===== config.mk =====
export PLATFORM = sky130hd
export DESIGN_NAME = alu_instr_encoder
export DESIGN_NICKNAME = d
export VERILOG_FILES = /design/src/rtl/alu_instr_encoder.sv
export SDC_FILE = /design/constraint.sdc
export NUM_CORES = 1
export LEC_CHECK = 0
export CAP_MARGIN = 20
export CORE_UTILIZATION = 55
export CTS_CLUSTER_DIAMETER = 60
export DETAILED_ROUTE_END_ITERATION = 8
export PLACE_DENSITY_LB_ADDON = 0.08
export SYNTH_ARGS = -nofsm -noshare
export SYNTH_HDL_FRONTEND = slang
export SYNTH_SLANG_ARGS = --single-unit

===== constraint.sdc =====
create_clock -name clk -period 8.4 [get_ports clk]
set_input_delay 1.68 -clock clk [delete_from_list [all_inputs] [get_ports clk]]
set_output_delay 1.68 -clock clk [all_outputs]
set_load 0.02 [all_outputs]

===== src/rtl/alu_instr_encoder.sv =====
// Encodes an abstract ALU operation request into an RV32I R-type/I-type instruction
// word and queues it in a small FIFO with valid/ready handshakes on both sides.
module alu_instr_encoder #(
  parameter int DEPTH = 2,
  parameter int CNT_W = 16
) (
  input  logic             clk,
  input  logic             rst_n,
  input  logic             in_valid,
  output logic             in_ready,
  input  logic [3:0]       in_op,
  input  logic             in_itype,
  input  logic [4:0]       in_rd,
  input  logic [4:0]       in_rs1,
  input  logic [4:0]       in_rs2,
  input  logic [11:0]      in_imm,
  output logic             out_valid,
  input  logic             out_ready,
  output logic [31:0]      out_instr,
  output logic [1:0]       out_alu_op,
  output logic             err_illegal,
  output logic [CNT_W-1:0] issued_cnt
);

  localparam int PTR_W = (DEPTH > 1) ? $clog2(DEPTH) : 1;
  localparam int OCC_W = PTR_W + 1;
  localparam logic [OCC_W-1:0] FULL_OCC = OCC_W'(DEPTH);

  typedef enum logic [3:0] {
    OP_AND = 4'b0000,
    OP_OR  = 4'b0001,
    OP_ADD = 4'b0010,
    OP_SUB = 4'b0110,
    OP_SLT = 4'b0111,
    OP_XOR = 4'b1100
  } alu_op_e;

  localparam logic [6:0] OPC_RTYPE = 7'b0110011;
  localparam logic [6:0] OPC_ITYPE = 7'b0010011;

  logic [31:0]      mem_instr [DEPTH];
  logic [1:0]       mem_alu_op [DEPTH];
  logic [PTR_W-1:0] wr_ptr;
  logic [PTR_W-1:0] rd_ptr;
  logic [OCC_W-1:0] occ;

  logic             enc_legal;
  logic [2:0]       enc_funct3;
  logic [6:0]       enc_funct7;
  logic [31:0]      enc_instr;
  logic [1:0]       enc_alu_op;

  logic             accept;
  logic             push;
  logic             pop;
  logic [OCC_W-1:0] next_occ;
  logic [PTR_W-1:0] next_rd_ptr;
  logic [31:0]      next_head_instr;
  logic [1:0]       next_head_alu_op;

  // Field selection mirrors the ALU controller decode; SUBI has no encoding.
  always_comb begin
    enc_legal  = 1'b1;
    enc_funct3 = 3'b000;
    enc_funct7 = 7'b0000000;
    case (in_op)
      OP_AND: enc_funct3 = 3'b111;
      OP_OR:  enc_funct3 = 3'b110;
      OP_XOR: enc_funct3 = 3'b100;
      OP_SLT: enc_funct3 = 3'b010;
      OP_ADD: enc_funct3 = 3'b000;
      OP_SUB: begin
        enc_funct3 = 3'b000;
        enc_funct7 = 7'b0100000;
        if (in_itype) enc_legal = 1'b0;
      end
      default: enc_legal = 1'b0;
    endcase
    if (in_itype) begin
      enc_instr  = {in_imm, in_rs1, enc_funct3, in_rd, OPC_ITYPE};
      enc_alu_op = 2'b00;
    end else begin
      enc_instr  = {enc_funct7, in_rs2, in_rs1, enc_funct3, in_rd, OPC_RTYPE};
      enc_alu_op = 2'b10;
    end
  end

  assign accept      = in_valid && in_ready;
  assign push        = accept && enc_legal;
  assign pop         = out_valid && out_ready;
  assign next_occ    = occ + OCC_W'(push) - OCC_W'(pop);
  assign next_rd_ptr = rd_ptr + PTR_W'(pop);

  // When the head slot after this edge is the one being written now, bypass the
  // storage so an empty FIFO presents the new request one cycle after acceptance.
  always_comb begin
    if (push && (next_rd_ptr == wr_ptr)) begin
      next_head_instr  = enc_instr;
      next_head_alu_op = enc_alu_op;
    end else begin
      next_head_instr  = mem_instr[next_rd_ptr];
      next_head_alu_op = mem_alu_op[next_rd_ptr];
    end
  end

  always_ff @(posedge clk) begin
    if (push) begin
      mem_instr[wr_ptr]  <= enc_instr;
      mem_alu_op[wr_ptr] <= enc_alu_op;
    end
  end

  always_ff @(posedge clk) begin
    if (!rst_n) begin
      wr_ptr      <= '0;
      rd_ptr      <= '0;
      occ         <= '0;
      in_ready    <= 1'b1;
      out_valid   <= 1'b0;
      out_instr   <= '0;
      out_alu_op  <= '0;
      err_illegal <= 1'b0;
      issued_cnt  <= '0;
    end else begin
      if (push) wr_ptr <= wr_ptr + PTR_W'(1);
      rd_ptr      <= next_rd_ptr;
      occ         <= next_occ;
      in_ready    <= (next_occ != FULL_OCC);
      out_valid   <= (next_occ != '0);
      err_illegal <= accept && !enc_legal;
      if (next_occ != '0) begin
        out_instr  <= next_head_instr;
        out_alu_op <= next_head_alu_op;
      end
      if (pop) issued_cnt <= issued_cnt + CNT_W'(1);
    end
  end

endmodule


; ---- Word-level counts from Yosys, hierarchy flattened
; Memory sizes are Yosys's and may differ from the RTL's. A register that Yosys moved wholly into a read port is not among the register bits.
; Index checks and enable logic that the tools add are counted.
[classes]
n_reduce_logical = 10
eq_ne = 6
n_mux = 8
n_addsub = 5
[op_table]
columns = operator, count
row1 = two-way mux 32 bit, 1
row2 = adder 16 x 1 -> 16 bit (second input constant), 1
row3 = one-hot mux 3 bit (4 select lines), 1
row4 = == test 4 x 3 -> 1 bit (second input constant), 2
row5 = two-way mux 6 bit, 1
row6 = OR reduction 5 bit, 1
row7 = == test 4 x 1 -> 1 bit (second input constant), 1
row8 = == test 4 x 2 -> 1 bit (second input constant), 1
row9 = == test 4 bit (second input constant), 1
row10 = logical AND 1 bit, 4
row11 = logical NOT 4 bit, 1
row12 = logical NOT 1 bit, 3
row13 = two-way mux 1 bit, 3
row14 = adder 2 x 1 -> 2 bit, 1
row15 = two-way mux 2 bit, 1
row16 = inequality test 2 bit (second input constant), 1
row17 = one-hot mux 1 bit (2 select lines), 1
row18 = nonzero test 2 bit, 1
row19 = subtractor 2 x 1 -> 2 bit, 1
row20 = adder 1 bit, 1
row21 = adder 1 bit (second input constant), 1
[word_totals]
elab_cells = 38
out_inout_bits = 53
mem_count = 2
regBits = 23
mem_bits_rw = 68
inputBits = 36
[memory_table]
columns = memory, words, width, rd, rd_ports_with_merged_regs, write_ports, line
row1 = mem_instr, 2, 32, 1, 1, 1, 41  ; logic [31:0] mem_instr [DEPTH];
row2 = mem_alu_op, 2, 2, 1, 1, 1, 42  ; logic [1:0] mem_alu_op [DEPTH];

; ---- Logic depth before layout (Yosys ltp)
[logic_depth]
depth_word = 7
ltp_mapped = 13
mapped_depth_nobuf = 11

; ---- Worst setup path after synthesis
; No wires, ideal clock.
[synth_path]
path_kind = input-to-reg
startpoint = input port in_itype
endpoint = register out_instr[22], read port of mem_instr
arrival_ns = 4.260
slack_ns = 4.080
setup_time_ns = 0.059
cell_stages = 12
path_cell_list = buf_2 or2_1 a21o_1 a21o_1 ha_1 inv_1 ha_1 xnor2_1 xnor2_1 nor3b_1 clkbuf_1 a22o_1
[synth_between]
elab_chain_len = 6
[synth_rtl]
columns = element, line
row1 = start: declaration, 12  ; input logic in_itype,
row2 = two-way mux 1 bit, 75  ; if (in_itype) enc_legal = 1'b0;
row3 = one-hot mux 1 bit (2 select lines), 66  ; case (in_op)
row4 = logical AND 1 bit, 89  ; assign push = accept && enc_legal;
row5 = adder 2 x 1 -> 2 bit, 91  ; assign next_occ = occ + OCC_W'(push) - OCC_W'(pop);
row6 = subtractor 2 x 1 -> 2 bit, 91
row7 = nonzero test 2 bit, 131  ; if (next_occ != '0) begin
row8 = end: declaration, 19  ; output logic [31:0] out_instr,
; No other way between the ends.
; A chain may end at the register's enable or synchronous reset.

; ---- Worst setup path in the final report
[layout_path]
startpoint = input port in_itype
endpoint = register out_instr[20], read port of mem_instr
; Same word-level chain as after synthesis.

==> flow_metrics.py <==
metrics = {
    "run": {
        "maxCapViolCount": 0,
    },
    "setup_path": {
        "endpoint_kind": "register",
        "critPathArrivalTime_ns": 5.37,
        "crit_type": "in2reg",
        "worstPathRequired_ns": 8.64,
        "path_max_fanout": 16,
        "startpoint_type": "input port",
    },
    "min_path": {
        "min_path_type": "reg2reg",
    },
    "clock_tree": {
        "cts_resized": 0,
        "cts.reportedPaths.clkPinSlew_ns": 0.09,
        "hold_buffers": 0,
        "cts_tree": "done",
        "clk_path_buf_depth": 2,
        "cts.sinks": 102,
        "cts_made_buffers": 9,
        "htree_levels": 3,
        "cts_setup_buffers": 0,
        "clk_latency_ns": 0.35,
        "root_buffer": "clkbuf_8",
    },
    "timing": {
        "grt_setup_unrepaired": "no",
        "finClkSkew_ns": 0.0145,
        "maxSlewHeadroom_pct": 29.1,
        "hold_viol": 0,
        "max_freq_mhz": 195,
        "setup_viol_count_final": 0,
        "worstMarginPinSlew_ns": 1.06,
        "fin_hold_ws_ns": 0.452,
        "period_minus_slack_ns": 5.13,
        "tns_ns": 0,
        "slew_viol_final": 0,
        "post-route-period-util_pct": 61.1,
    },
    "grt": {
        "antenna_found_initial": 0,
        "grt_max_degree": 29,
        "grt_pass1_vias": 2835,
        "grt_pass1_wl_um": 13600,
        "grt_usage_pct": 21.2,
        "grt.overflow.total": 0,
    },
    "floorplan": {
        "initial_core_util_pct": 58.0,
        "fp.coreArea_um2": 7370,
        "rows": 31,
        "die_area_um2": 8130,
        "num_io_pins": 89,
        "die_h_um": 90.2,
        "fp.dieW_um": 90.2,
    },
    "placed_design": {
        "globalplace.congestion": 0.754,
        "dpl.cell_count": 499,
        "placed_area_um2": 5170,
        "dp_hpwl_um": 5250,
        "portBuffers": 84,
    },
    "synthesis": {
        "synth_top_family_by_area": "multiplexers",
        "synth_compound_gate_area_share_pct": 7.34,
        "synthCells": 329,
        "yosys_warnings": 0,
        "synth_xor_area_share_pct": 3.98,
        "synthAdderAreaFrac_pct": 0.877,
        "ys_ff_latch": 102,
        "synthMuxAreaShare_pct": 13.8,
        "synthSimpleGateAreaFrac_pct": 10.4,
        "ys_seq_area_share_pct": 59.9,
        "synth_area_um2": 4280,
        "synth.distinct_cells": 45,
        "syn_area_per_cell_um2": 13.0,
    },
    "detailed_routing": {
        "drt_wl_total_um": 7960,
        "routed-via-count": 2743,
        "drc": 0,
        "wl_met3_um": 373,
        "top_layer_used": "met4",
        "post_drt_wl_per_cell_um": 15.4,
        "wl_met2_um": 3650,
        "drtPass1Iterations": 4,
        "met1Wirelength_um": 3820,
        "drt_iter0_drc": 117,
        "viasPerCell": 5.32,
        "antenna_left": 0,
    },
    "final_layout": {
        "utilization_pct": 72.6,
        "final_cell_mix": "clkdlybuf4s50_1, edfxtp_1, dfxtp_1, mux2_2, nand2_1",
        "final_cells": 516,
        "drive_gt1_share_pct": 16.1,
        "final_common_cell": "clkdlybuf4s50_1",
        "area_growth_pct": 25.0,
        "nNetsFinal": 451,
        "n_antenna_cell": 0,
        "stdcell_area_um2": 5350,
    },
    "power": {
        "peakVddDrop_mv": 0.138,
        "power.density_nw_per_um2": 264,
        "comb_power_share_pct": 35.9,
        "clockPowerShare_pct": 18.9,
        "seq_power_share_pct": 45.2,
        "p_leak_nw": 1.92,
        "swShare_pct": 32.3,
        "internal_power_uw": 957,
        "p_switching_uw": 456,
    },
    "status": {
        "status": "complete, no violations",
    },
}
## state kept, by name (all words and copies together), names as in the netlist
register     count
mem_instr       52
out_instr       27
issued_cnt      16
occ              2
err_illegal      1
in_ready         1
out_valid        1
rd_ptr           1
wr_ptr           1
## logic make-up after synthesis
| group | count (synthesis) |
|---|---|
| flops | 102 |
| simple gates | 85 |
| mux | 54 |
| compound gates | 41 |
| buf+inv | 26 |
| xor+xnor | 17 |
| fa+ha+maj | 3 |
| other cells | 1 |
## final timing paths
kind / startpoint / endpoint / slack, ns / depth (start not counted)
setup / recovery: in_itype / out_instr[20]$_SDFFE_PN0P_ / 3.27 / 13
hold / removal: out_instr[19]$_SDFFE_PN0P_ / out_instr[19]$_SDFFE_PN0P_ / 0.45 / 2
setup reg to reg: out_valid$_SDFF_PN0_ / out_instr[20]$_SDFFE_PN0P_ / 5.35 / 10
hold reg to reg: out_instr[19]$_SDFFE_PN0P_ / out_instr[19]$_SDFFE_PN0P_ / 0.45 / 2
## critical path, stage by stage
cell and delay, ns:
clkdlybuf4s50_1 0.77, or2_1 0.38, a21o_1 0.23, a21o_1 0.23, ha_1 0.30, inv_1 0.05, ha_1 0.19, xnor2_1 0.18
xnor2_1 0.16, o21ai_1 0.49, buf_6 0.23, inv_1 0.22, a22o_1 0.27
## power groups by stage
stage / Clock [mW] / Sequential (mW) / Combinational [mW]
after floorplan: 0 / 0.705 / 0.264
after global placement: 0 / 0.649 / 0.495
after detailed placement: 0 / 0.648 / 0.507
after CTS: 0.272 / 0.639 / 0.509
after global routing: 0.291 / 0.648 / 0.551
final: 0.267 / 0.639 / 0.508
## metrics by stage
stage                     worst slack [ns]  total power [mW]
final                                 3.27              1.41
after global routing                  2.94              1.49
after CTS                             2.62              1.42
after detailed placement              2.23              1.16
after global placement                2.47              1.14
after floorplan                       4.08             0.969
## synthesized netlist by cell type (all sizes together)
cell type	n	area share (%)
or3	2	0.29
nand2b	1	0.15
inv	6	0.53
a21o	2	0.35
mux2i	13	3.0
edfxtp	52	37
nand2	26	2.3
a211oi	3	0.82
o31ai	1	0.18
xnor3	1	0.53
dfxtp	50	23
nor3	6	0.70
and2	22	3.2
clkbuf	7	0.61
o31a	1	0.20
nor2b	5	0.73
a22o	13	2.7
mux2	41	11
nand3	1	0.12
nand4	6	0.88
conb	1	0.088
ha	3	0.88
xor2	5	1.0
o41ai	1	0.20
nand3b	1	0.18
and3	4	0.58
nor3b	1	0.18
a21boi	2	0.35
a221o	2	0.47
nor2	7	0.61
xnor2	11	2.4
or2	3	0.44
a21oi	1	0.12
o21ai	13	1.6
buf	13	2.5
o21a	1	0.18
o22a	1	0.20
## layout make-up
class,count,area (um2)
multi-input combinational,204,1590
timing repair buffer,89,882
clock buffer,11,131
tap,99,124
clock inverter,5,33.8
sequential,102,2560
inverter,6,22.5
fill,531,2020
## routing by layer
layer / global-route usage, % / vias to the layer above
met3: 4.31 / 9
met5: 0 / -
li1: - / 1340
met2: 32.6 / 70
met4: 7.53 / 0
met1: 29.8 / 1324
Power figures use the tool's default switching activity.
==> RTL edit 1, RTL diff (same flow settings) <==
Reset style: asynchronous (`rst_n`), changed in one clocked block.
--- a/src/rtl/alu_instr_encoder.sv
+++ b/src/rtl/alu_instr_encoder.sv
@@ -111,5 +111,5 @@
   end
 
-  always_ff @(posedge clk) begin
+  always_ff @(posedge clk or negedge rst_n) begin
     if (!rst_n) begin
       wr_ptr      <= '0;
Formal check against the unedited RTL: differs if rst_n is asserted again (counterexample within 4 cycles, from zero or initial values and one cycle with rst_n low); with rst_n held inactive, the same outputs for 10 cycles.
==> RTL edit 1 against the unedited design <==
Power is 29% higher; clock skew is 5.0 ps lower; worst setup slack improved by 340 ps; critical endpoint is now out_instr[14]; final area up 2.2%; synthesized area rose by 2.5%; sequential cell count is the same; largest power group is now combinational logic; register-to-register slack improved by 490 ps; wire length is 3.9% lower; utilization is 1.8 points lower; sequential share of layout area is 3.5 points higher; first-iteration DRC count decreased by 30%; cell count is 2.1% lower; non-clock buffer count did not move; via count fell by 5.1%.
==> RTL edit 1: results <==
{
  "status": "completed",
  "cp-endpoint": "out_instr[14]",
  "place_ws_ps": 2900,
  "critPathTopFamily": "simple AND/OR/NAND/NOR gates",
  "met3RoutedLength_um": 290,
  "drt_iter0_drc": 82,
  "power_frac_clock_pct": 15.4,
  "drive_gt1_share_pct": 15.1,
  "period_minus_slack_ps": 4790,
  "arrival_ps": 5080,
  "use_met2_pct": 32.5,
  "holdPathEnd": "issued_cnt[15]",
  "crit_fanout": 35,
  "tightest_slew_ps": 999,
  "vias_per_cell": 5.16,
  "synth_async_sr_flop_share_pct": 49.0,
  "grt_use_met1_pct": 27.6,
  "yosys-top-cells-count": "52 x edfxtp_1, 49 x dfrtp_1, 35 x nand2_1",
  "met2WireLength_um": 3720,
  "pwr-share-seq_pct": 39.9,
  "power_leakage_nw": 2.23,
  "wl_met1_um": 3500,
  "place_hpwl_um": 5070,
  "grt_pass1_wl_um": 13000,
  "grt_max_degree": 54,
  "slowest_delay_ps": 690,
  "hp-start": "issued_cnt[15]",
  "hold_depth": 1,
  "wl_um": 7650,
  "nets": 437,
  "ir_drop_uv": 240,
  "ys_top_cells_by_area": "edfxtp_1 36%, dfrtp_1 28%, mux2_2 8.2%",
  "rr_startpoint": "in_ready",
  "clock_skew_ps": 9.52,
  "grt_pass1_vias": 2665
}
RTL edit 1: through the flow:
stage / total power [mW] / util, % / hold WS, ps / instances / area [um^2]
2_1_floorplan: 1.26 / - / 503 / 318 / 4400
3_3_place_gp: 1.51 / 68.1 / 456 / 488 / 5260
3_5_place_dp: 1.53 / 68.1 / 461 / 488 / 5260
4_1_cts: 1.81 / 70.4 / 475 / 504 / 5440
5_1_grt: 1.95 / 70.8 / 491 / 505 / 5470
6_report: 1.82 / 70.8 / 468 / 505 / 5470
RTL edit 1: final cells by class:
type / instances / area, um^2
Clock buffer: 9 / 124
Inverter: 6 / 22.5
Sequential cell: 102 / 2810
Multi-Input combinational cell: 190 / 1430
Tap cell: 102 / 128
Fill cell: 563 / 2260
Timing Repair Buffer: 89 / 893
Clock inverter: 7 / 55.1
RTL edit 1: cells by family after synthesis:
logic type	synth area share (%)
fa+ha+maj	0.856
compound gates	4.05
simple gates	7.99
mux	14.2
buf+inv	3.97
xor+xnor	4.74
flops	64.2
other cells	0.0855
==> RTL edit 2, RTL diff (same flow settings) <==
Without the edit above. The parameter `CNT_W` goes from 16 to 24.
--- a/src/rtl/alu_instr_encoder.sv
+++ b/src/rtl/alu_instr_encoder.sv
@@ -3,5 +3,5 @@
 module alu_instr_encoder #(
   parameter int DEPTH = 2,
-  parameter int CNT_W = 16
+  parameter int CNT_W = 24
 ) (
   input  logic             clk,
Interface: changed (resized issued_cnt); port bits go from 89 to 97. No check against the original RTL was run, so the function may have changed too.
==> RTL edit 2 against the unedited design <==
Critical endpoint is now out_instr[31]; power increased by 4.3%; worst setup slack better by 230 ps; first-iteration DRC count increased by 48%; final area rose by 7.4%; synthesized area rose by 7.8%; clock power grew 9.4%; wire length grew 14%; register-to-register slack better by 140 ps; sequential cell count rose by 8; non-clock buffer count up 8; die area up 7.6%; worst hold slack improved by 23 ps; sequential share of layout area decreased by 0.52 points.
==> RTL edit 2: results <==
{
  "status": "completed",
  "buffer_area_share_pct": 16.8,
  "grt_max_degree": 33,
  "arrival_ps": 5180,
  "period_minus_slack_ps": 4910,
  "whs_ps": 475,
  "crit_fanout": 26,
  "place_area_um2": 5560,
  "sw_frac_of_total_pct": 34.0,
  "wl_um": 9080,
  "area_delta_synth_final_pct": 24.6,
  "grt_pass1_wl_um": 14300,
  "power_sequential_mw": 0.678,
  "nFillCells": 612,
  "clock_skew_ps": 10.3,
  "met3RoutedLength_um": 457,
  "power_frac_comb_pct": 34.2,
  "io_buffers": 92,
  "r2r_setup_slack_ps": 5490,
  "synth_flop_cell": "dfxtp_1",
  "drt_iter0_drc": 173,
  "drive_gt1_share_pct": 10.5,
  "buffers_excl_clock": 97,
  "use_met2_pct": 34.4,
  "place_inst": 545,
  "multi_input_comb_cells": 227,
  "multiInputGateArea_um2": 1720,
  "hp-start": "out_instr[29]",
  "firstDrtPassIters": 6,
  "wl_per_cell_um": 16.2,
  "largestRegisters": "mem_instr: 52 flops, out_instr: 27 flops, issued_cnt: 24 flops",
  "place_hpwl_um": 5910,
  "ys_top_cells_by_area": "edfxtp_1 34%, dfxtp_1 25%, mux2i_1 5.6%",
  "yosys-top-cells-count": "58 x dfxtp_1, 52 x edfxtp_1, 32 x and2_1",
  "r2r_end": "out_instr[31]",
  "pwr-share-seq_pct": 46.0,
  "met3_usage_pct": 3.17,
  "grtUsageTotal_pct": 21.1,
  "met2WireLength_um": 4400,
  "power_leakage_nw": 2.14,
  "clk_share_pct": 3.20
}
RTL edit 2: changes by cell type after synthesis, sizes merged, moves of 7 or more:
cell,change
dfxtp,+8
nand3,+14
and2,+11
xnor2,+11
mux2i,+13
a22o,-13
o21ai,+7
a32oi,+19
mux2,-36
RTL edit 2: critical path, stage by stage:
cell             delay [ps]
clkdlybuf4s50_1         930
nor2_1                  110
o21bai_2                230
a21o_2                  240
ha_1                    240
inv_1                    50
ha_1                    140
xor3_1                  260
nor2_1                  170
and2_1                  850
nand2_1                 130
o211ai_1                130
RTL edit 2: kinds of logic after synthesis:
kind of cell	after synthesis	share of synthesized area [%]
multiplexers	31	6.86
buffers and inverters	31	4.15
XOR/XNOR	27	6.19
other	1	0.0813
AO/OA/AOI/OAI	57	9.82
adder cells (fa/ha/maj)	3	0.814
flip-flops	110	59.0
AND/OR/NAND/NOR	105	13.0
